==> src/rtl/siso_shift_ctrl.sv <==
// Parallel-in serial-out shifter: accepts one WIDTH-bit word in IDLE and emits it MSB first,
// with a pause stall and a one-cycle done pulse after the final bit.
module siso_shift_ctrl #(
  parameter int unsigned WIDTH = 8
) (
  input  logic             clk,
  input  logic             clear,
  input  logic [WIDTH-1:0] din,
  input  logic             din_valid,
  output logic             din_ready,
  input  logic             pause,
  output logic             so,
  output logic             so_valid,
  output logic             busy,
  output logic             done
);

  localparam int unsigned CW = $clog2(WIDTH);

  localparam logic [1:0] StIdle  = 2'd0;
  localparam logic [1:0] StShift = 2'd1;
  localparam logic [1:0] StDone  = 2'd2;

  logic [1:0]       state_q, state_d;
  logic [WIDTH-1:0] shreg_q, shreg_d;
  logic [CW-1:0]    cnt_q,   cnt_d;

  always_comb begin
    state_d = state_q;
    shreg_d = shreg_q;
    cnt_d   = cnt_q;
    case (state_q)
      StIdle: begin
        if (din_valid) begin
          shreg_d = din;
          cnt_d   = CW'(WIDTH - 1);
          state_d = StShift;
        end
      end
      StShift: begin
        if (!pause) begin
          shreg_d = {shreg_q[WIDTH-2:0], 1'b0};
          // Counter stops at zero; the last bit leaves on this edge.
          if (cnt_q == '0) begin
            state_d = StDone;
          end else begin
            cnt_d = cnt_q - CW'(1);
          end
        end
      end
      StDone: begin
        state_d = StIdle;
      end
      default: begin
        state_d = StIdle;
      end
    endcase
  end

  always_comb begin
    din_ready = 1'b0;
    so        = 1'b0;
    so_valid  = 1'b0;
    busy      = 1'b0;
    done      = 1'b0;
    case (state_q)
      StIdle: begin
        din_ready = 1'b1;
      end
      StShift: begin
        busy     = 1'b1;
        so       = shreg_q[WIDTH-1];
        so_valid = !pause;
      end
      StDone: begin
        busy = 1'b1;
        done = 1'b1;
      end
      default: begin
        din_ready = 1'b0;
      end
    endcase
  end

  always_ff @(posedge clk) begin
    if (clear) begin
      state_q <= StIdle;
      shreg_q <= '0;
      cnt_q   <= '0;
    end else begin
      state_q <= state_d;
      shreg_q <= shreg_d;
      cnt_q   <= cnt_d;
    end
  end

endmodule

==> config.mk <==
export PLATFORM = sky130hd
export DESIGN_NAME = siso_shift_ctrl
export DESIGN_NICKNAME = d
export VERILOG_FILES = /design/src/rtl/siso_shift_ctrl.sv
export SDC_FILE = /design/constraint.sdc
export NUM_CORES = 1
export LEC_CHECK = 0
export CAP_MARGIN = 20
export CORE_MARGIN = 2
export CORE_UTILIZATION = 40
export DETAILED_ROUTE_END_ITERATION = 8
export PLACE_DENSITY = 0.66
export SYNTH_ARGS = -nofsm -noshare
export SYNTH_HDL_FRONTEND = slang
export SYNTH_SLANG_ARGS = --single-unit
==> constraint.sdc <==
create_clock -name clk -period 2 [get_ports clk]
set_input_delay 0.3 -clock clk [delete_from_list [all_inputs] [get_ports clk]]
set_output_delay 0.3 -clock clk [all_outputs]
set_load 0.02 [all_outputs]
# Word level (Yosys, flattened, before mapping)
# Cells that the tools add are included.
[totals]
inputBits = 12
out_inout_bits = 5
reg_bits = 13
[op_classes]
eq_ne = 6
addsub = 1
n_mux = 16
reduce_logical = 8
[op_table]
columns = ["cell", "n"]
rows = [
  ["8-bit 2-to-1 mux", 2],
  ["8-bit case mux with 2 select lines", 1],
  ["3-bit 2-to-1 mux", 3],
  ["2-bit != test (second input constant)", 4],
  ["2-bit 2-to-1 mux", 3],
  ["3-bit case mux with 2 select lines", 1],
  ["3-bit AND reduction", 2],
  ["1-bit 2-to-1 mux", 5],
  ["2-bit case mux with 2 select lines", 1],
  ["4-bit AND reduction", 1],
  ["3-bit logical NOT", 1],
  ["3-bit by 1-bit subtractor with 3-bit output (second input constant)", 1],
  ["2-bit by 1-bit equality test with 1-bit output (second input constant)", 1],
  ["2-bit equality test (second input constant)", 1],
  ["2-bit logical NOT", 1],
  ["2-bit nonzero test", 1],
  ["2-bit OR reduction", 1],
  ["1-bit logical NOT", 1],
]

# Logic depth before layout (Yosys ltp)
[depth]
word_depth = 4
ltp_mapped = 7
ltp_nobuf = 6

# Worst setup path before layout
# Ideal clock, no wire load.
[synth_timing]
path_type = "register -> register"
from = "register state_q[0]"
to = "register shreg_q[1]"
setup_slack_ns = 0.366
path_stages_with_launch = 8
required_ns = 1.921
t_arrival_ns = 1.555
path_buffers = 1
cell_sequence = "dfxtp_1 inv_1 ha_1 nor2b_4 nor3b_4 buf_6 nor2_2 a211oi_2"
[synth_between]
elab_chain_len = 3
[synth_rtl]
columns = ["element", "line_no", "rtl"]
rows = [
  ["from (decl)", "24", "logic [1:0] state_q, state_d;"],
  ["from (signal assigned)", "87", "state_q <= StIdle;"],
  ["from (signal assigned)", "91", "state_q <= state_d;"],
  ["2-bit by 1-bit equality test with 1-bit output / 2-bit logical NOT (equally long branches)", "32", "case (state_q)"],
  ["2-bit != test (no source line) / 2-bit nonzero test (equally long branches)", "-", ""],
  ["3-bit AND reduction (no source line)", "-", ""],
  ["to (signal assigned)", "92", "shreg_q <= shreg_d;"],
  ["to (decl)", "25", "logic [WIDTH-1:0] shreg_q, shreg_d;"],
]
# Several ways; a longest one is shown, not always the timed one.
# A chain may end at the register's enable or synchronous reset.

# Worst setup path after layout
[layout_timing]
from = "register state_q[0]"
to = "output busy"
[layout_between]
elab_chain_len = 3
[layout_rtl]
columns = ["element", "line_no", "rtl"]
rows = [
  ["2-bit equality test / 2-bit by 1-bit equality test with 1-bit output (equally long branches)", "66", "case (state_q)"],
  ["2-bit OR reduction (no source line) (*)", "-", ""],
  ["1-bit 2-to-1 mux (*)", "66", ""],
  ["to (decl)", "14", "output logic busy,"],
]
# Every way passes the cells marked *; elsewhere a longest branch is shown, timed or not.

==> results.json <==
{
  "status": "complete, no violations",
  "synth_top_cell_area_share_pct": 33.6,
  "drc_errors": 0,
  "synth_most_common_cell": "dfxtp_1",
  "pin_count": 17,
  "synth.cells.most_frequent": "dfxtp_1, nor2_1, mux2i_1, inv_1",
  "grt_pass1_wl_mm": 2.59,
  "clkSinkCount": 13,
  "yosysSeqAreaShare_pct": 33.6,
  "cts_tree": "yes",
  "yosysWarnings": 0,
  "die_h_um": 48,
  "synth_area_leader_cell": "dfxtp_1",
  "setup-tns-final_ns": 0,
  "worstSetupPathType": "flip-flop to output pin",
  "path_clk_slew_ns": 0.08,
  "grt_max_degree": 15,
  "arrival_ns": 1.61,
  "htree_num_levels": 1,
  "track_usage_pct": 16.0,
  "fin_nets": 123,
  "tightest_slew_ns": 0.375,
  "clkLatencyLatePin_ns": 0.26,
  "place_area_sq_um": 976,
  "maxCapViolCount": 0,
  "p_leak_nw": 0.434,
  "overflow": 0,
  "synth_ff_type": "dfxtp_1",
  "power_density_nw_per_um2": 1430,
  "slew_violations": 0,
  "ys_async_sr_fraction_pct": 0,
  "max_freq_mhz": 524,
  "synth-edff-count": 0,
  "cp_slowest_cell": "clkdlybuf4s50_1",
  "synth-seq-cells": 13,
  "clock_path_buffers": 2,
  "setup_viol": 0,
  "grt_pass1_vias": 615,
  "ctsHoldBuffers": 0,
  "hold_viol": 0,
  "dp_cells": 125,
  "root_buffer": "clkbuf_4",
  "stdcell_count": 129,
  "synth_area_leaders": "dfxtp_1, mux2i_1, ha_1, a211oi_1, nor2_1",
  "routed_wl_mm": 1.47,
  "diodes": 0,
  "rsz0062_at_grt": "false",
  "clock_skew_ns": 0.00482,
  "wl_per_cell_um": 11.4,
  "hpwl_mm": 1.13,
  "syn_avg_cell_area_sq_um": 9.33,
  "drt_pass1_iterations": 4,
  "path_cells": "inv_1 > ha_1 > clkdlybuf4s50_1",
  "crit_required_ns": 1.70,
  "syn2layout_area_growth_pct": 30.7,
  "gp_congestion": 0.770,
  "row_count": 15,
  "via_per_inst": 4.91,
  "drt-initial-drc-count": 11,
  "start_util_pct": 43.4,
  "core-area_sq_um": 1780,
  "cp-start-kind": "flip-flop",
  "layout-drive-gt1-share_pct": 17.3,
  "synth_cells": 83,
  "worst_hold_path_type": "flip-flop to flip-flop",
  "setup.worst_path.end_class": "output pin",
  "post_cts_buffers": 0,
  "peakVddDrop_uv": 635,
  "antenna_found_initial": 0,
  "die-area_sq_um": 2300,
  "synth_cell_types": 26,
  "synth_area_sq_um": 774,
  "cts_buffers": 3,
  "maxSlewHeadroom_pct": 74.7,
  "synthesis.nets": 101,
  "port-buffer-count": 16,
  "cp_max_fo": 4,
  "dieWidth_um": 48,
  "period_share_pct": 95.3,
  "postLayoutCellArea_sq_um": 1010,
  "cts_resized": 1,
  "antenna_left": 0,
  "period_needed_ns": 1.91,
  "cpPeakStageDelay_ns": 0.60,
  "vias": 633
}
## layout by cell type (no fill, tap or decap), drive strengths merged, types with 2 or more instances in the layout
cell,instances
nor2b,3
buf,4
dlymetal6s2s,3
nand2,2
dfxtp,13
clkdlybuf4s50,13
clkbuf,4
o21ai,2
inv,7
ha,6
nand2b,2
nor2,14
mux2i,8
a21oi,5
a211oi,9
## per-layer routing
| layer | vias to the layer above | GRT usage (%) | wire, um | part of all wire (%) |
|---|---|---|---|---|
| li1 | 334 | - | - | - |
| met1 | 287 | 23.2 | 751 | 51 |
| met2 | 10 | 23.7 | 654 | 45 |
| met3 | 2 | 2.26 | 47 | 3.2 |
| met4 | 0 | 6.49 | 12 | 0.82 |
| met5 | - | 0 | 0 | 0 |
## kinds of logic (layout without fill, tap and decap cells)
group | Yosys count | in the layout | synth area share (%)
and+or+nand+nor | 24 | 24 | 18.9
AOI/OAI and AO/OA | 22 | 22 | 21.5
DFF | 13 | 13 | 33.6
buffers and inverters | 10 | 31 | 5.98
muxes | 8 | 8 | 10.3
adders and majority gates | 6 | 6 | 9.69
## area by class of cell
cell class	count	area, sq um
multi-input cells	60	470
repair buffers	20	198
flip-flops and latches	13	260
fillers	174	771
inverters	7	26.3
well taps	25	31.3
clock buffers	4	26.3
## metrics by stage
step           worst slack (ns)  utilization (%)  total power [mW]  hold WS [ns]
2_1_floorplan             0.366                -              1.09         0.373
3_3_place_gp              0.264             54.7              1.28         0.486
3_5_place_dp              0.230             54.7              1.31         0.498
4_1_cts                 0.00623             56.4              1.47         0.509
5_1_grt                  0.0125             56.8              1.59         0.546
6_report                 0.0932             56.8              1.45         0.500
## state kept, by name, summed over array words and instances, names as in the netlist
signal	count
cnt_q	3
shreg_q	8
state_q	2
## final timing paths
kind / start / end / slack [ns] / cells after the start
worst max register to register: state_q[1]$_SDFFE_PP0P_ / shreg_q[5]$_SDFFE_PP0P_ / 0.28 / 7
worst max-delay path: state_q[0]$_SDFFE_PP0P_ / busy / 0.09 / 3
worst min-delay path: shreg_q[6]$_SDFFE_PP0P_ / shreg_q[6]$_SDFFE_PP0P_ / 0.50 / 2
worst min register to register: shreg_q[6]$_SDFFE_PP0P_ / shreg_q[6]$_SDFFE_PP0P_ / 0.50 / 2
## where the power goes
group | switching (mW) | internal, mW
clock network | 0.0763 | 0.0770
registers | 0.0618 | 0.360
logic | 0.471 | 0.403
total | 0.610 | 0.840
## critical path: cells and delay by family (launching register included)
kind | cells | cell delay, ns
flops | 1 | 0.38
fa+ha+maj | 1 | 0.29
buf+inv | 2 | 0.68
No activity file was read; power rests on OpenSTA's default activity.
